===== src/rtl/fir_loader_pkg.sv =====
// Shared types and sizing helpers for the FIR coefficient loader.
package fir_loader_pkg;

    typedef enum logic [1:0] {
        S_IDLE  = 2'd0,
        S_FETCH = 2'd1,
        S_DRAIN = 2'd2,
        S_DONE  = 2'd3
    } state_t;

    // Never returns 0 so that single-value fields still get a 1-bit port.
    function automatic int clog2_min1(input int n);
        return (n <= 2) ? 1 : $clog2(n);
    endfunction

    function automatic int idx_width(input int ntaps);
        return clog2_min1(ntaps);
    endfunction

    function automatic int bank_width(input int nbanks);
        return clog2_min1(nbanks);
    endfunction

    function automatic int addr_width(input int nbanks, input int ntaps);
        return clog2_min1(nbanks * ntaps);
    endfunction

    function automatic int unsigned tap_addr(input int unsigned bank,
                                             input int unsigned ntaps,
                                             input int unsigned k);
        return bank * ntaps + k;
    endfunction

endpackage


===== src/rtl/fir_tap_delay_line.sv =====
// Delays {valid, idx} by DEPTH cycles to line up with ROM read data.
module tap_delay_line #(
    parameter int DEPTH = 1,
    parameter int IW    = 4
) (
    input  logic          i_clk,
    input  logic          i_reset,
    input  logic          i_flush,
    input  logic          i_valid,
    input  logic [IW-1:0] i_idx,
    output logic          o_valid,
    output logic [IW-1:0] o_idx
);

    genvar gi;
    generate
        for (gi = 0; gi < DEPTH; gi++) begin : g_stage
            logic          r_valid;
            logic [IW-1:0] r_idx;
            if (gi == 0) begin : g_head
                always_ff @(posedge i_clk) begin
                    if (i_reset || i_flush) r_valid <= 1'b0;
                    else                    r_valid <= i_valid;
                    if (i_reset) r_idx <= '0;
                    else         r_idx <= i_idx;
                end
            end else begin : g_tail
                always_ff @(posedge i_clk) begin
                    if (i_reset || i_flush) r_valid <= 1'b0;
                    else                    r_valid <= g_stage[gi-1].r_valid;
                    if (i_reset) r_idx <= '0;
                    else         r_idx <= g_stage[gi-1].r_idx;
                end
            end
        end
    endgenerate

    assign o_valid = g_stage[DEPTH-1].r_valid;
    assign o_idx   = g_stage[DEPTH-1].r_idx;

endmodule


===== src/rtl/fir_tap_loader.sv =====
// Streams one bank of coefficients from a synchronous ROM into a FIR tap-write
// port, holding the filter enable low until a full tap set is resident.
module fir_tap_loader
    import fir_loader_pkg::*;
#(
    parameter int NTAPS   = 16,
    parameter int TAP_W   = 16,
    parameter int NBANKS  = 4,
    parameter int ROM_LAT = 1
) (
    input  logic                                 i_clk,
    input  logic                                 i_reset,
    input  logic                                 i_start,
    input  logic [bank_width(NBANKS)-1:0]        i_bank,
    input  logic                                 i_abort,
    input  logic                                 i_ce,
    output logic                                 o_rom_en,
    output logic [addr_width(NBANKS,NTAPS)-1:0]  o_rom_addr,
    input  logic [TAP_W-1:0]                     i_rom_data,
    output logic                                 o_tap_wr,
    output logic [TAP_W-1:0]                     o_tap,
    output logic [idx_width(NTAPS)-1:0]          o_tap_idx,
    output logic                                 o_ce,
    output logic                                 o_busy,
    output logic                                 o_done,
    output logic                                 o_err,
    output logic                                 o_loaded,
    output logic [bank_width(NBANKS)-1:0]        o_bank_active
);

    localparam int IW = idx_width(NTAPS);
    localparam int BW = bank_width(NBANKS);
    localparam int AW = addr_width(NBANKS, NTAPS);
    localparam logic [IW-1:0] LAST_IDX = IW'(NTAPS - 1);
    localparam logic [BW:0]   NBANKS_W = (BW + 1)'(NBANKS);

    state_t          r_state, w_state_next;
    logic [IW-1:0]   r_k;
    logic [BW-1:0]   r_bank;
    logic            r_start_q, r_loaded, r_err;
    logic            r_tap_wr;
    logic [TAP_W-1:0] r_tap;
    logic [IW-1:0]   r_tap_idx;

    logic            w_start_edge, w_bank_ok, w_busy, w_abort, w_last_wr;
    logic            w_accept, w_reject, w_rom_en;
    logic            w_dl_valid;
    logic [IW-1:0]   w_dl_idx;

    assign w_start_edge = i_start & ~r_start_q;
    assign w_bank_ok    = {1'b0, i_bank} < NBANKS_W;
    assign w_busy       = (r_state == S_FETCH) || (r_state == S_DRAIN);
    assign w_abort      = w_busy & i_abort;
    assign w_last_wr    = r_tap_wr && (r_tap_idx == LAST_IDX);
    assign w_accept     = (r_state == S_IDLE) && w_start_edge && w_bank_ok;
    assign w_reject     = (r_state == S_IDLE) && w_start_edge && !w_bank_ok;
    assign w_rom_en     = (r_state == S_FETCH);

    always_comb begin
        w_state_next = r_state;
        unique case (r_state)
            S_IDLE:  if (w_accept) w_state_next = S_FETCH;
            S_FETCH: begin
                if (i_abort)               w_state_next = S_IDLE;
                else if (r_k == LAST_IDX)  w_state_next = S_DRAIN;
            end
            S_DRAIN: begin
                if (i_abort)        w_state_next = S_IDLE;
                else if (w_last_wr) w_state_next = S_DONE;
            end
            S_DONE:  w_state_next = S_IDLE;
            default: w_state_next = S_IDLE;
        endcase
    end

    always_ff @(posedge i_clk) begin
        if (i_reset) r_state <= S_IDLE;
        else         r_state <= w_state_next;
    end

    // Start register resets high so a request held through reset is not an edge.
    always_ff @(posedge i_clk) begin
        if (i_reset) begin
            r_start_q <= 1'b1;
            r_k       <= '0;
            r_bank    <= '0;
            r_loaded  <= 1'b0;
            r_err     <= 1'b0;
        end else begin
            r_start_q <= i_start;
            r_err     <= w_reject;
            if (w_accept) begin
                r_k      <= '0;
                r_bank   <= i_bank;
                r_loaded <= 1'b0;
            end else begin
                if (w_rom_en) r_k <= r_k + IW'(1);
                if (r_state != S_DONE && w_state_next == S_DONE) r_loaded <= 1'b1;
            end
        end
    end

    tap_delay_line #(
        .DEPTH (ROM_LAT),
        .IW    (IW)
    ) u_delay (
        .i_clk   (i_clk),
        .i_reset (i_reset),
        .i_flush (w_abort),
        .i_valid (w_rom_en),
        .i_idx   (r_k),
        .o_valid (w_dl_valid),
        .o_idx   (w_dl_idx)
    );

    always_ff @(posedge i_clk) begin
        if (i_reset) begin
            r_tap_wr  <= 1'b0;
            r_tap     <= '0;
            r_tap_idx <= '0;
        end else begin
            r_tap_wr <= w_dl_valid & ~w_abort;
            if (w_dl_valid) begin
                r_tap     <= i_rom_data;
                r_tap_idx <= w_dl_idx;
            end
        end
    end

    assign o_rom_en      = w_rom_en;
    assign o_rom_addr    = w_rom_en ? AW'(tap_addr(32'(r_bank), NTAPS, 32'(r_k))) : '0;
    assign o_tap_wr      = r_tap_wr;
    assign o_tap         = r_tap;
    assign o_tap_idx     = r_tap_idx;
    assign o_busy        = w_busy;
    assign o_done        = (r_state == S_DONE);
    assign o_err         = r_err;
    assign o_loaded      = r_loaded;
    assign o_bank_active = r_bank;
    assign o_ce          = i_ce & r_loaded & ~w_busy;

endmodule

===== config.mk =====
export PLATFORM = sky130hd
export DESIGN_NAME = fir_tap_loader
export DESIGN_NICKNAME = d
export VERILOG_FILES = /design/src/rtl/fir_loader_pkg.sv /design/src/rtl/fir_tap_delay_line.sv /design/src/rtl/fir_tap_loader.sv
export SDC_FILE = /design/constraint.sdc
export NUM_CORES = 1
export LEC_CHECK = 0
export CAP_MARGIN = 20
export CORE_MARGIN = 2
export CORE_UTILIZATION = 38
export CTS_CLUSTER_DIAMETER = 60
export DETAILED_ROUTE_END_ITERATION = 6
export GPL_ROUTABILITY_DRIVEN = 0
export PLACE_DENSITY = 0.76
export SLEW_MARGIN = 10
export SYNTH_ARGS = -nofsm -noshare
export SYNTH_HDL_FRONTEND = slang
export SYNTH_SLANG_ARGS = --single-unit
export TNS_END_PERCENT = 1

===== constraint.sdc =====
create_clock -name i_clk -period 1.8 [get_ports i_clk]
set_input_delay 0.36 -clock i_clk [delete_from_list [all_inputs] [get_ports i_clk]]
set_output_delay 0.36 -clock i_clk [all_outputs]
set_load 0.03 [all_outputs]

# After elaboration in Yosys (flattened, before gate mapping)
# Index checks and enable logic that the tools add are counted.
dict set report word_totals {
  regBits 36
  inputBits 23
  output_inout_bits 35
  wordCells 41
}
dict set report classes {
  n_addsub 2
  eq_ne 7
  n_mux 7
  bitwise_logic 8
  n_reduce_logical 7
}
# op count
set op_table {}
lappend op_table {{2-bit two-way mux} 5}
lappend op_table {{4-bit == test (second input constant)} 2}
lappend op_table {{2-bit one-hot mux with 4 select lines} 1}
lappend op_table {{6-bit by 4-bit adder with 6-bit output} 1}
lappend op_table {{2-bit == test (second input constant)} 3}
lappend op_table {{6-bit two-way mux} 1}
lappend op_table {{1-bit bitwise AND} 5}
lappend op_table {{4-bit by 1-bit adder with 4-bit output (second input constant)} 1}
lappend op_table {{1-bit logical AND} 3}
lappend op_table {{1-bit NOT} 3}
lappend op_table {{2-bit by 1-bit == test with 1-bit output (second input constant)} 1}
lappend op_table {{2-bit zero test} 1}
lappend op_table {{1-bit logical OR} 2}
lappend op_table {{2-bit inequality test (second input constant)} 1}
lappend op_table {{2-bit OR reduction} 1}

# Logic depth before layout (Yosys ltp)
dict set report logic_depth {
  depth_word 7
  ltp_mapped 8
  ltp_nobuf 7
}

# Hierarchy
# A second synthesis with hierarchy kept.
dict set report unflattened {
  cells_unflattened 145
  area_unflattened_um2 1437.6
}
# module instances cells_per_inst area_each_um2 seq_area_each_um2
set by_module_without_submodules {}
lappend by_module_without_submodules {fir_tap_loader 1 135 1300.0 620.6}
lappend by_module_without_submodules {tap_delay_line 1 10 137.6 100.1}

# Worst setup path after synthesis
# Ideal clock, no wire load.
dict set report synth_path {
  kind {register to output}
  start {register r_state[1]}
  end {output port o_ce}
  arrival_time_ns 1.645
  required_ns 1.440
  setup_slack_ns -0.205
  path_stages_with_launch 4
  path_cell_list {dfxtp_1 inv_1 ha_1 nor3b_1}
}
dict set report synth_via {
  elab_chain_len 4
}
# element line_no
set synth_lines {}
lappend synth_lines {{from (decl)} fir_tap_loader.sv:37} ;# state_t r_state, w_state_next;
lappend synth_lines {{from (signal assigned)} fir_tap_loader.sv:78} ;# else r_state <= w_state_next;
lappend synth_lines {{2-bit by 1-bit == test with 1-bit output / 2-bit == test (equally long branches)} fir_tap_loader.sv:52} ;# assign w_busy = (r_state == S_FETCH) || (r_state == S_DRAIN);
lappend synth_lines {{1-bit logical OR *} fir_tap_loader.sv:52}
lappend synth_lines {{net o_busy} fir_tap_loader.sv:24} ;# output logic o_busy,
lappend synth_lines {{1-bit NOT *} fir_tap_loader.sv:140} ;# assign o_ce = i_ce & r_loaded & ~w_busy;
lappend synth_lines {{1-bit bitwise AND *} fir_tap_loader.sv:140}
lappend synth_lines {{to (decl)} fir_tap_loader.sv:23} ;# output logic o_ce,
# Mark *: on every way through the listed nets, which the timed path passes. The rest lies on a longest branch.

# Final worst setup path
dict set report layout_path {
  start {register r_state[0]}
  end {output port o_ce}
}
dict set report layout_via {
  elab_chain_len 4
}
# element line_no
set layout_lines {}
lappend layout_lines {{2-bit by 1-bit == test with 1-bit output / 2-bit == test (equally long branches)} fir_tap_loader.sv:52}
lappend layout_lines {{1-bit logical OR *} fir_tap_loader.sv:52}
lappend layout_lines {{1-bit NOT *} fir_tap_loader.sv:140}
lappend layout_lines {{1-bit bitwise AND *} fir_tap_loader.sv:140}
# Mark *: on every way between the ends. The rest lies on a longest branch, timed or not.

==> flow_summary_export.csv <==
group,metric,value,unit
power,p_seq_share,51.8,%
yosys,yosysSeqAreaShare,50.7,%
route,wl_per_cell,12.4,um
setup_path,slowest_stage,"dfxtp_2",
yosys,yosys_warnings,0,
cts,clock_latency,0.27,ns
power,p_switching,343,uW
route,via_per_inst,4.69,
yosys,ys_types,28,
route,wirelength,3140,um
global_route,grt_max_degree,20,
route,drc_errors,0,
yosys,avgSynthCellArea,9.74,sq um
setup_path,crit_family,"flip-flops",
cts,clockBufferDepth,2,
layout,fin_nets,234,
sta,hold_viol,0,
sta,tns,0,ns
route,drt-initial-drc-count,37,
run,max_cap_viol_count,0,
setup_path,cpPeakStageDelay,0.36,ns
yosys,synth-seq-cells,36,
sta,fin_crit,1.79,ns
layout,areaGrowthSynthToFinish,52.0,%
floorplan,core,0.00363,sq mm
layout,final_util,59.5,%
cts,post-cts-setup-buffer-count,0,
setup_path,end_kind,"output port",
sta,finalCritPeriodShare,99.6,%
floorplan,dieArea,0.00425,sq mm
setup_path,path_max_fanout,4,
layout,stdcell_area,0.00216,sq mm
floorplan,ios,58,
placed_design,place.detailed.hpwl,2380,um
global_route,grt_first_pass_wirelength,5260,um
yosys,yosysTopAreaCell,"dfxtp_1",
placed_design,pre_cts_ws,-0.0514,ns
setup_path,crit_type,"flip-flop to output port",
run_status,run_status,"complete, no violations",
yosys,synthCells,146,
power,power.share.combinational,11.0,%
setup_path,crit_required,1.44,ns
yosys,synth_top_area_share,50.7,%
power,leakagePower,0.000805,uW
global_route,grt_pass1_vias,1253,
power,p_sw_share,21.6,%
setup_path,arrival,1.43,ns
floorplan,rows,22,
global_route,gr-total-overflow,0,
sta,fin_ws,0.00652,ns
global_route,grt_antenna_before_repair,0,
layout,instances_no_fill,254,
layout,final_common_cell,"clkdlybuf4s50_1",
min_path,hold_path.class,"flip-flop to flip-flop",
cts,cts_tree,"built",
sta,drv_slew,0,
sta,finalClockSkew,0.00146,ns
placed_design,io_buffers,56,
power,ir_worst_vdd,0.473,mV
cts,htree_num_levels,2,
yosys,netlist_top_cells_area,"dfxtp_1 (51%), mux2i_1 (15%), nor2_1 (7.1%), ha_1 (4.4%), and2_1 (3.5%)",
cts,cts_hold_buf,0,
setup_path,worstPathCellList,"inv_1 -> ha_1 -> nor3b_2 -> buf_4",
cts,cts_sinks,36,
sta,timing.fmax,558,MHz
route,dr.pass1.iters,4,
power,p_per_area,735,mW/mm^2
sta,rsz0062_at_grt,"true",
cts,clk_pin_slew,0.06,ns
setup_path,cp.buffers_inverters,2,
layout,diodes,0,
layout,drive_gt1_share,13.6,%
route,ant_nets,0,
setup_path,start_kind,"flip-flop",
power,clkPwrFrac,37.2,%
route,vias,1192,
cts,cts_inserted_buffers,5,
floorplan,initial_core_util,39.1,%
floorplan,dieHeight,65.2,um
global_route,grt_util_all_layers,16.2,%
sta,finalSetupViolations,0,
yosys,syn_area,0.00142,sq mm
placed_design,placed_cell_area,0.00204,sq mm
placed_design,dp.cells,247,
cts,cts-root-buf,"clkbuf_8",
power,intPower,1250,uW
yosys,syn_nets,174,
floorplan,dieWidth,65.2,um
layout,final_cell_mix,"clkdlybuf4s50_1 (46), dfxtp_1 (34), nor2_1 (27)",
-- final timing paths --
path,from,to,slack [ns],cells past startpoint
min reg2reg,u_delay.o_idx[2]$_SDFF_PP0_,o_tap_idx[2]$_SDFFE_PP0P_,0.47,2
max reg2reg,r_state[0]$_SDFF_PP0_,o_loaded$_SDFFE_PP0P_,0.02,7
min,u_delay.o_idx[2]$_SDFF_PP0_,o_tap_idx[2]$_SDFFE_PP0P_,0.47,2
max,r_state[0]$_SDFF_PP0_,o_ce,0.007,4
-- Yosys cell counts --
library cell,count
xnor2_1,1
nor2_1,27
conb_1,1
nand2_1,4
inv_1,3
nand3_1,5
and4_1,1
nor2b_1,5
buf_2,2
a211o_1,1
nand4_1,1
mux2i_1,21
o21ai_0,3
dfxtp_1,36
and2_1,8
ha_1,5
a211oi_1,1
nor3b_1,1
buf_4,1
a21o_1,1
a31oi_1,1
clkbuf_1,5
buf_1,1
xor2_1,2
nand2b_1,2
a311oi_1,2
a21oi_1,4
or2_2,1
-- metrics by stage --
step / hold WS [ns] / total power, uW
after floorplan: 0.440 / 924
after global placement: 0.445 / 1010
after detailed placement: 0.459 / 1010
after CTS: 0.473 / 1610
after global routing: 0.497 / 1650
final: 0.466 / 1590
-- worst min-delay path: stages (launching register included) --
cell     delay, ns
dfxtp_1       0.30
mux2i_1       0.06
nor2_1        0.07
-- cell type report --
type	count	area [sq um]
Clock buffer	7	96.3
Sequential cell	36	726
Multi-Input combinational cell	98	669
Inverter	3	11.3
Fill cell	326	1470
Timing Repair Buffer	62	598
Tap cell	48	60.1
-- power groups by stage --
| stage | sequential [uW] | clock (uW) | combinational, uW |
|---|---|---|---|
| finish | 823 | 591 | 174 |
| global route | 824 | 642 | 187 |
| CTS | 822 | 613 | 175 |
| detailed placement | 841 | 0 | 173 |
| global placement | 840 | 0 | 170 |
| floorplan | 856 | 0 | 67.1 |
-- layer usage --
layer / GRT usage, % / up-vias / share of wire [%]
li1: - / 602 / -
met5: 0 / - / 0
met4: 9.11 / 0 / 1.6
met2: 28.4 / 37 / 52
met3: 3.60 / 6 / 4.7
met1: 18.0 / 547 / 42
-- logic make-up (layout without fill, tap and decap cells) --
kind of cell               Yosys count  after routing  share of synthesized area [%]
muxes                               21             21                           14.8
AOI/OAI and AO/OA                   13             13                           5.81
and+or+nand+nor                     55             55                           18.6
adders and majority gates            5              5                           4.40
DFF                                 36             36                           50.7
xor gates and xnor gates             3              3                           1.85
other                                1              1                          0.264
buffers and inverters               12             72                           3.61
-- what timing repair did --
action                     4_1_cts  5_1_grt
resized for setup                5        3
pin swaps                        0        1
setup endpoints to repair        8        8
gates cloned                     0        0
-- state kept, by name, summed over array words and instances, names as in the netlist --
register         cells
r_start_q            1
u_delay.o_valid      1
o_bank_active        2
u_delay.o_idx        4
o_tap               16
o_tap_idx            4
o_tap_wr             1
r_state              2
o_loaded             1
r_k                  4
No activity file was read; power rests on OpenSTA's default activity.
